File: config.mk
export PLATFORM = sky130hd
export DESIGN_NAME = bo_datapath
export DESIGN_NICKNAME = d
export VERILOG_FILES = /design/src/rtl/bo_pkg.sv /design/src/rtl/bo_alu.sv /design/src/rtl/bo_datapath.sv
export SDC_FILE = /design/constraint.sdc
export NUM_CORES = 1
export LEC_CHECK = 0
export ABC_AREA = 0
export BUFFER_PORTS_ARGS = -buffer_cell sky130_fd_sc_hd__buf_2
export CORE_MARGIN = 8
export CORE_UTILIZATION = 50
export DETAILED_ROUTE_END_ITERATION = 12
export GPL_ROUTABILITY_DRIVEN = 1
export PLACE_DENSITY = 0.69
export SLEW_MARGIN = 10
export SYNTH_ARGS = -nofsm -noshare
export SYNTH_HDL_FRONTEND = slang
export SYNTH_SLANG_ARGS = --single-unit
File: constraint.sdc
create_clock -name clk -period 16.55 [get_ports clk]
set_clock_uncertainty 0.1 [all_clocks]
set_input_delay 3.31 -clock clk [delete_from_list [all_inputs] [get_ports clk]]
set_output_delay 3.31 -clock clk [all_outputs]
set_load 0.01 [all_outputs]
File: src/rtl/bo_pkg.sv
// Shared encodings for the operational block: mux selects, ALU op codes and default width.
package bo_pkg;

    localparam int BO_WIDTH = 8;

    localparam logic [1:0] SEL_X  = 2'b00;
    localparam logic [1:0] SEL_S  = 2'b01;
    localparam logic [1:0] SEL_H  = 2'b10;
    localparam logic [1:0] SEL_K  = 2'b11;
    localparam logic [1:0] SEL_IN = 2'b11;

    typedef enum logic [1:0] {
        OP_ADD  = 2'b00,
        OP_SUB  = 2'b01,
        OP_MUL  = 2'b10,
        OP_PASS = 2'b11
    } alu_op_e;

endpackage

File: src/rtl/bo_alu.sv
// Combinational ALU: add/sub/mul/pass with an overflow event (carry, borrow or
// nonzero product high half).
module bo_alu
    import bo_pkg::*;
#(
    parameter int WIDTH = BO_WIDTH
) (
    input  logic [WIDTH-1:0] a,
    input  logic [WIDTH-1:0] b,
    input  alu_op_e          op,
    output logic [WIDTH-1:0] y,
    output logic             ovf_evt
);

    logic [WIDTH:0]     w_sum;
    logic [WIDTH:0]     w_dif;
    logic [2*WIDTH-1:0] w_prod;

    assign w_sum  = {1'b0, a} + {1'b0, b};
    // The extra bit of the difference is the borrow, i.e. a < b.
    assign w_dif  = {1'b0, a} - {1'b0, b};
    assign w_prod = {{WIDTH{1'b0}}, a} * {{WIDTH{1'b0}}, b};

    always_comb begin
        y       = a;
        ovf_evt = 1'b0;
        case (op)
            OP_ADD: begin
                y       = w_sum[WIDTH-1:0];
                ovf_evt = w_sum[WIDTH];
            end
            OP_SUB: begin
                y       = w_dif[WIDTH-1:0];
                ovf_evt = w_dif[WIDTH];
            end
            OP_MUL: begin
                y       = w_prod[WIDTH-1:0];
                ovf_evt = |w_prod[2*WIDTH-1:WIDTH];
            end
            default: begin
                y       = a;
                ovf_evt = 1'b0;
            end
        endcase
    end

endmodule

File: src/rtl/bo_datapath.sv
// Operational block: working registers X/S/H, operand muxes, ALU, sticky flags and
// a registered result with a valid/ready output handshake.
module bo_datapath
    import bo_pkg::*;
#(
    parameter int WIDTH  = BO_WIDTH,
    parameter int KCONST = 3
) (
    input  logic             clk,
    input  logic             rst,
    input  logic             start,
    input  logic [WIDTH-1:0] data_in,
    input  logic [1:0]       m0,
    input  logic [1:0]       m1,
    input  logic [1:0]       m2,
    input  logic             lx,
    input  logic             ls,
    input  logic             lh,
    input  logic             h,
    input  logic             done,
    output logic [WIDTH-1:0] result,
    output logic             result_valid,
    input  logic             result_ready,
    output logic             ovf,
    output logic             overrun,
    output logic [WIDTH-1:0] alu_out
);

    logic [WIDTH-1:0] r_x;
    logic [WIDTH-1:0] r_s;
    logic [WIDTH-1:0] r_h;
    logic [WIDTH-1:0] r_result;
    logic             r_valid;
    logic             r_ovf;
    logic             r_overrun;

    logic [WIDTH-1:0] w_a;
    logic [WIDTH-1:0] w_b;
    logic [WIDTH-1:0] w_y;
    logic             w_evt;
    logic [WIDTH-1:0] w_s_next;
    logic             w_ovf_set;
    logic             w_xfer;
    logic             w_overwrite;

    always_comb begin
        w_a = WIDTH'(KCONST);
        case (m0)
            SEL_X:   w_a = r_x;
            SEL_S:   w_a = r_s;
            SEL_H:   w_a = r_h;
            default: w_a = WIDTH'(KCONST);
        endcase
    end

    always_comb begin
        w_b = data_in;
        case (m1)
            SEL_X:   w_b = r_x;
            SEL_S:   w_b = r_s;
            SEL_H:   w_b = r_h;
            default: w_b = data_in;
        endcase
    end

    bo_alu #(.WIDTH(WIDTH)) u_alu (
        .a       (w_a),
        .b       (w_b),
        .op      (alu_op_e'(m2)),
        .y       (w_y),
        .ovf_evt (w_evt)
    );

    // Handshake: the result transfers on any edge where result_valid and
    // result_ready are both high; valid then drops unless done reloads it.
    assign w_s_next    = ls ? w_y : r_s;
    assign w_ovf_set   = w_evt & (ls | (lh & ~h));
    assign w_xfer      = r_valid & result_ready;
    assign w_overwrite = done & r_valid & ~result_ready;

    always_ff @(posedge clk) begin
        if (rst) begin
            r_x       <= '0;
            r_s       <= '0;
            r_h       <= '0;
            r_result  <= '0;
            r_valid   <= 1'b0;
            r_ovf     <= 1'b0;
            r_overrun <= 1'b0;
        end else begin
            if (lx) r_x <= data_in;
            r_s <= w_s_next;
            if (lh) r_h <= h ? data_in : w_y;

            if (start)          r_ovf <= 1'b0;
            else if (w_ovf_set) r_ovf <= 1'b1;

            if (done) begin
                r_result <= w_s_next;
                r_valid  <= 1'b1;
            end else if (w_xfer) begin
                r_valid  <= 1'b0;
            end

            if (start)            r_overrun <= 1'b0;
            else if (w_overwrite) r_overrun <= 1'b1;
        end
    end

    assign result       = r_result;
    assign result_valid = r_valid;
    assign ovf          = r_ovf;
    assign overrun      = r_overrun;
    assign alu_out      = w_y;

endmodule

* Word-level counts from Yosys, hierarchy flattened
Index checks and enable logic that the tools add are counted.
Cells by class: add/subtract/negate cells 2, $mul 1, equal/unequal tests 6, multiplexer cells 8, bitwise logic cells 8, reductions and logical operators 6
Operators with widths (count):
- 8-bit one-hot mux with 3 select lines | 3
- 8-bit by 8-bit multiplier with 16-bit output | 1
- 8-bit 2-to-1 mux | 2
- 8-bit by 8-bit adder with 9-bit output | 1
- 8-bit by 8-bit subtractor with 9-bit output | 1
- 8-bit OR reduction | 1
- 2-bit by 1-bit equality test with 1-bit output, second input constant | 3
- 2-bit equality test, second input constant | 3
- 2-bit logical NOT | 3
- 1-bit bitwise AND | 5
- 1-bit one-hot mux with 3 select lines | 1
- 1-bit 2-to-1 mux | 2
- 1-bit inverter | 2
- 2-bit nonzero test | 1
- 2-bit OR reduction | 1
- 1-bit OR | 1
Word-level totals: register bits after elaboration 35, input bits 23, output and inout port bits 19, logic and storage cells 38

* Depth between registers and ports, before layout
depth in word-level cells 6, mapped depth 21, gate-level depth less buffers 20

* Modules after synthesis
A second synthesis with hierarchy kept.
Unflattened totals: cell total of the unflattened synthesis 540, area, all modules 4603.2 sq um
Modules (own cells, without submodules):
- bo_alu | instances 1, cells an instance 374, area an instance 2930.3 sq um, seq. area each 0.0 sq um
- bo_datapath | instances 1, cells an instance 166, area an instance 1672.9 sq um, seq. area each 700.7 sq um

* Worst setup path before layout
OpenSTA, ideal clock, no wires.
kind input to output, from in m1[0], to out alu_out[7], data arrival time 7701 ps, data required time 13140 ps, slack 5439 ps, cell stages on the path 15, buffers on the path 1, cell sequence clkbuf_1 mux4_2 and2_1 fa_1 inv_1 fa_1 fa_1 fa_1 inv_1 ha_1 xnor2_1 o22ai_1 nor2_1 a311oi_2 inv_1
Between the ends: word-level cells in the longest chain between the ends 4, elaborated cells on any way between the ends 8, those cells by class 2 x add/sub; 1 x mul; 2 x eq/ne; 2 x mux; 1 x reduce/logical
RTL lines:
- start, declared | line bo_datapath.sv:14 | input logic [1:0] m1,
- 2-bit equality test (tied with other cells) | line bo_datapath.sv:58 | case (m1)
- 8-bit one-hot mux with 3 select lines (*) | line bo_datapath.sv:58
- 8-bit by 8-bit multiplier with 16-bit output (tied with other cells) | line bo_alu.sv:22 | assign w_prod = {{WIDTH{1'b0}}, a} * {{WIDTH{1'b0}}, b};
- 8-bit one-hot mux with 3 select lines (*) | line bo_alu.sv:27 | case (op)
- end, declared | line bo_datapath.sv:26 | output logic [WIDTH-1:0] alu_out
Mark *: on every way between the ends. The rest lies on a longest branch, timed or not.

* Worst setup path in the final report
from in m0[1], to out alu_out[7]
Between the ends: word-level cells in the longest chain between the ends 4, elaborated cells on any way between the ends 8, those cells by class 2 x add/sub; 1 x mul; 2 x eq/ne; 2 x mux; 1 x reduce/logical
RTL lines:
- start, declared | line bo_datapath.sv:13 | input logic [1:0] m0,
- 2-bit equality test (tied with other cells) | line bo_datapath.sv:48 | case (m0)
- 8-bit one-hot mux with 3 select lines (*) | line bo_datapath.sv:48
- 8-bit by 8-bit multiplier with 16-bit output (tied with other cells) | line bo_alu.sv:22
- 8-bit one-hot mux with 3 select lines (*) | line bo_alu.sv:27
Marked as above.

==> results.md <==
* Status: completed
* Non-Filler Instances at 690
* Total power per unit cell area at slightly above 70 nW/um2
* Fin. Hold Viols at 0
* Layout cells sized above 1 at 13.3%
* CTS tree: built
* Min Hold Slack at around 370 ps
* Worst VDD drop at 0.0591 mV
* Final worst path period need at 11,550 ps
* # clock sinks at 35
* Post-CTS Hold Buffers at 0
* Static Leak at roughly 0.0025 uW
* Period utilisation layout at between 60% and 70%
* Antenna Nets Post-Route at 0
* Yosys warning count at 0
* DRC Markers at 0
* Synth Flop Type: dfxtp_1
* Netlist Area Pre-Place at 4720 um2
* Post-CTS Setup Repair Bufs at 0
* CTS Root Buffer Type: clkbuf_8
* Routed wire length at 12,300 um
* First-pass GRT wire length at ~20,000 um
* Vias after detailed routing at roughly 4,100
* Port Buf Inserts at 41
* Die height at around 110 um
* DIE WIDTH at ~110 um
* Slew margin rel. at 53.1%
* Cells after synthesis at approximately 560
* Hold Crit Class: register to register
* Highest metal used: met4
* Syn_nets at roughly 670
* Met2 wire len at ~5900 um
* Count leader, synth: inv_1
* P&R area growth vs syn at 7.50%
* Slew at the pin closest to its max-slew limit at approximately 700 ps
* Vias in the first global route at ~4,100
* Initial Util at 51.3%
* Critical Path End Type: output pin
* Commonest cells in the netlist: inv_1, ha_1, nand2_1, nor2_1, fa_1
* Mean area per synthesized cell at roughly 8.5 um2
* H-tree levels at 2
* Total grt overflow at 0
* CP required at ~13,000 ps
* Placer Congestion at 0.892
* CTS resizes at 0
* Seq/Total Area, Yosys at 14.9%
* Netlist cell types at 64
* Pins Over Slew Limit at 0
* Initial antenna violation count at 0
* Core outline area at approximately 9200 um2
* Gr usage total at a little under 20%
* Met3 wire len at between 700 and 800 um
* Ys async rst share at 0%
* Top-area cell type share of the netlist area at 16.1%
* RSZ-0062 raised after global routing: false
* Final Instance Area at around 5100 um2
* N_diodes at 0
* Largest net degree at the start of global routing at 39
* WL/cell at 17.9 um
* Worst Setup Start Kind: input port
* Cell Rows at 35
* DP HPWL at 10,200 um
* Dpl cell area at a little under 5000 um2
* Clock Latency Late Sink at around 300 ps
* Worst Path Max Fanout at 10
* Cts bufs inserted at 5
* Area leader, netlist: fa_1
* Setup TNS at 0 ps
* Post-Place Cells at just under 700
* # setup viols final at 0
* #FFs+latches synth at 35
* Max-cap viol count at 0
* WP data arrival at approximately 8100 ps
* Max Clock Freq at roughly 87 MHz
* Post-layout nets at about 700
* Pre-antenna DRT Iters at 4
* I/O pins at 42
* Clock transition at the registers of the reported paths at about 80 ps
* Buffer depth of the longest clock path at 2
* M1 WL at 5540 um
* Total die area at 12,800 um2
* Fill cells at between 800 and 900
* Post-synth EDFFs at 0
* Starting DRC count in detailed routing at between 200 and 300
* Top cells by area, synth: fa_1, dfxtp_1, ha_1
* WS Path Type: input port to output pin
* Via density at between 5 and 6
[power by group]
group / total [uW] / internal [uW] / switching (uW)
clock: 80.8 / 45.6 / 35.1
sequential: 97.9 / 91.6 / 6.31
combinational: 185 / 73.6 / 111
[layout by cell type, fill, tap and decap left out, types with 9 or more instances in the layout]
| cell | n |
|---|---|
| nor2_1 | 46 |
| inv_1 | 77 |
| ha_1 | 52 |
| mux2i_1 | 23 |
| nand2_1 | 48 |
| mux4_2 | 10 |
| buf_2 | 41 |
| dfxtp_1 | 35 |
| fa_1 | 38 |
| a211oi_1 | 12 |
| and2_1 | 30 |
| o21ai_0 | 18 |
| a21oi_1 | 16 |
| a31oi_1 | 9 |
[final timing paths]
| kind | start | to | slack, ps | cells after the start |
|---|---|---|---|---|
| setup / recovery | m0[1] | alu_out[7] | 5000 | 21 |
| hold / removal | result[2]$_SDFFE_PP0P_ | result[2]$_SDFFE_PP0P_ | 370 | 2 |
| setup reg to reg | r_s[4]$_SDFF_PP0_ | ovf$_SDFFE_PP0P_ | 10760 | 16 |
| hold reg to reg | result[2]$_SDFFE_PP0P_ | result[2]$_SDFFE_PP0P_ | 370 | 2 |
[critical path, stage by stage]
cell and delay (ps):
buf_2 240, nor2b_1 410, nand2_1 130, o21ai_2 200, ha_1 300, inv_1 80
fa_1 540, inv_1 50, ha_1 270, inv_1 50, fa_1 500, fa_1 550
inv_1 50, ha_1 330, a21oi_1 170, xnor2_1 130, o22ai_1 130, nor2_1 60
a311oi_2 380, inv_1 80, buf_2 160
[kinds of logic (layout without fill, tap and decap cells)]
family	count (synthesis)	after routing	synth area share, %
and+or+nand+nor	170	170	17.7
AOI/OAI and AO/OA	109	109	16.5
buffers and inverters	103	127	8.46
adders and majority gates	90	90	29.9
muxes	36	36	10.4
DFF	35	35	14.9
xor gates and xnor gates	12	12	2.23
[metal layers]
layer,vias up,global-route usage [%]
met4,0,4.53
met5,-,0
met2,108,31.9
met1,2005,25.8
li1,1936,-
met3,7,3.19
[sequential cells by signal, indices dropped and copies added, names as in the netlist]
register / flops
overrun: 1
ovf: 1
r_h: 8
r_s: 8
r_x: 8
result: 8
result_valid: 1
[area by class of cell]
class,count,area [um2],share of cell area [%]
Multi-Input combinational cell,417,3620,71.3
Sequential cell,35,701,13.8
Inverter,78,293,5.77
Timing Repair Buffer,41,205,4.05
Tap cell,111,139,2.74
Clock buffer,5,68.8,1.36
Clock inverter,3,47.5,0.937
[per-stage QoR]
| step | util (%) | total power (uW) | setup slack, ps |
|---|---|---|---|
| after CTS | 55.2 | 364 | 5050 |
| after global placement | 53.9 | 278 | 5230 |
| after global routing | 55.2 | 391 | 4700 |
| final | 55.2 | 364 | 5000 |
| after detailed placement | 53.9 | 283 | 5080 |
| after floorplan | - | 232 | 5440 |
(Power assumes the default switching activity.)
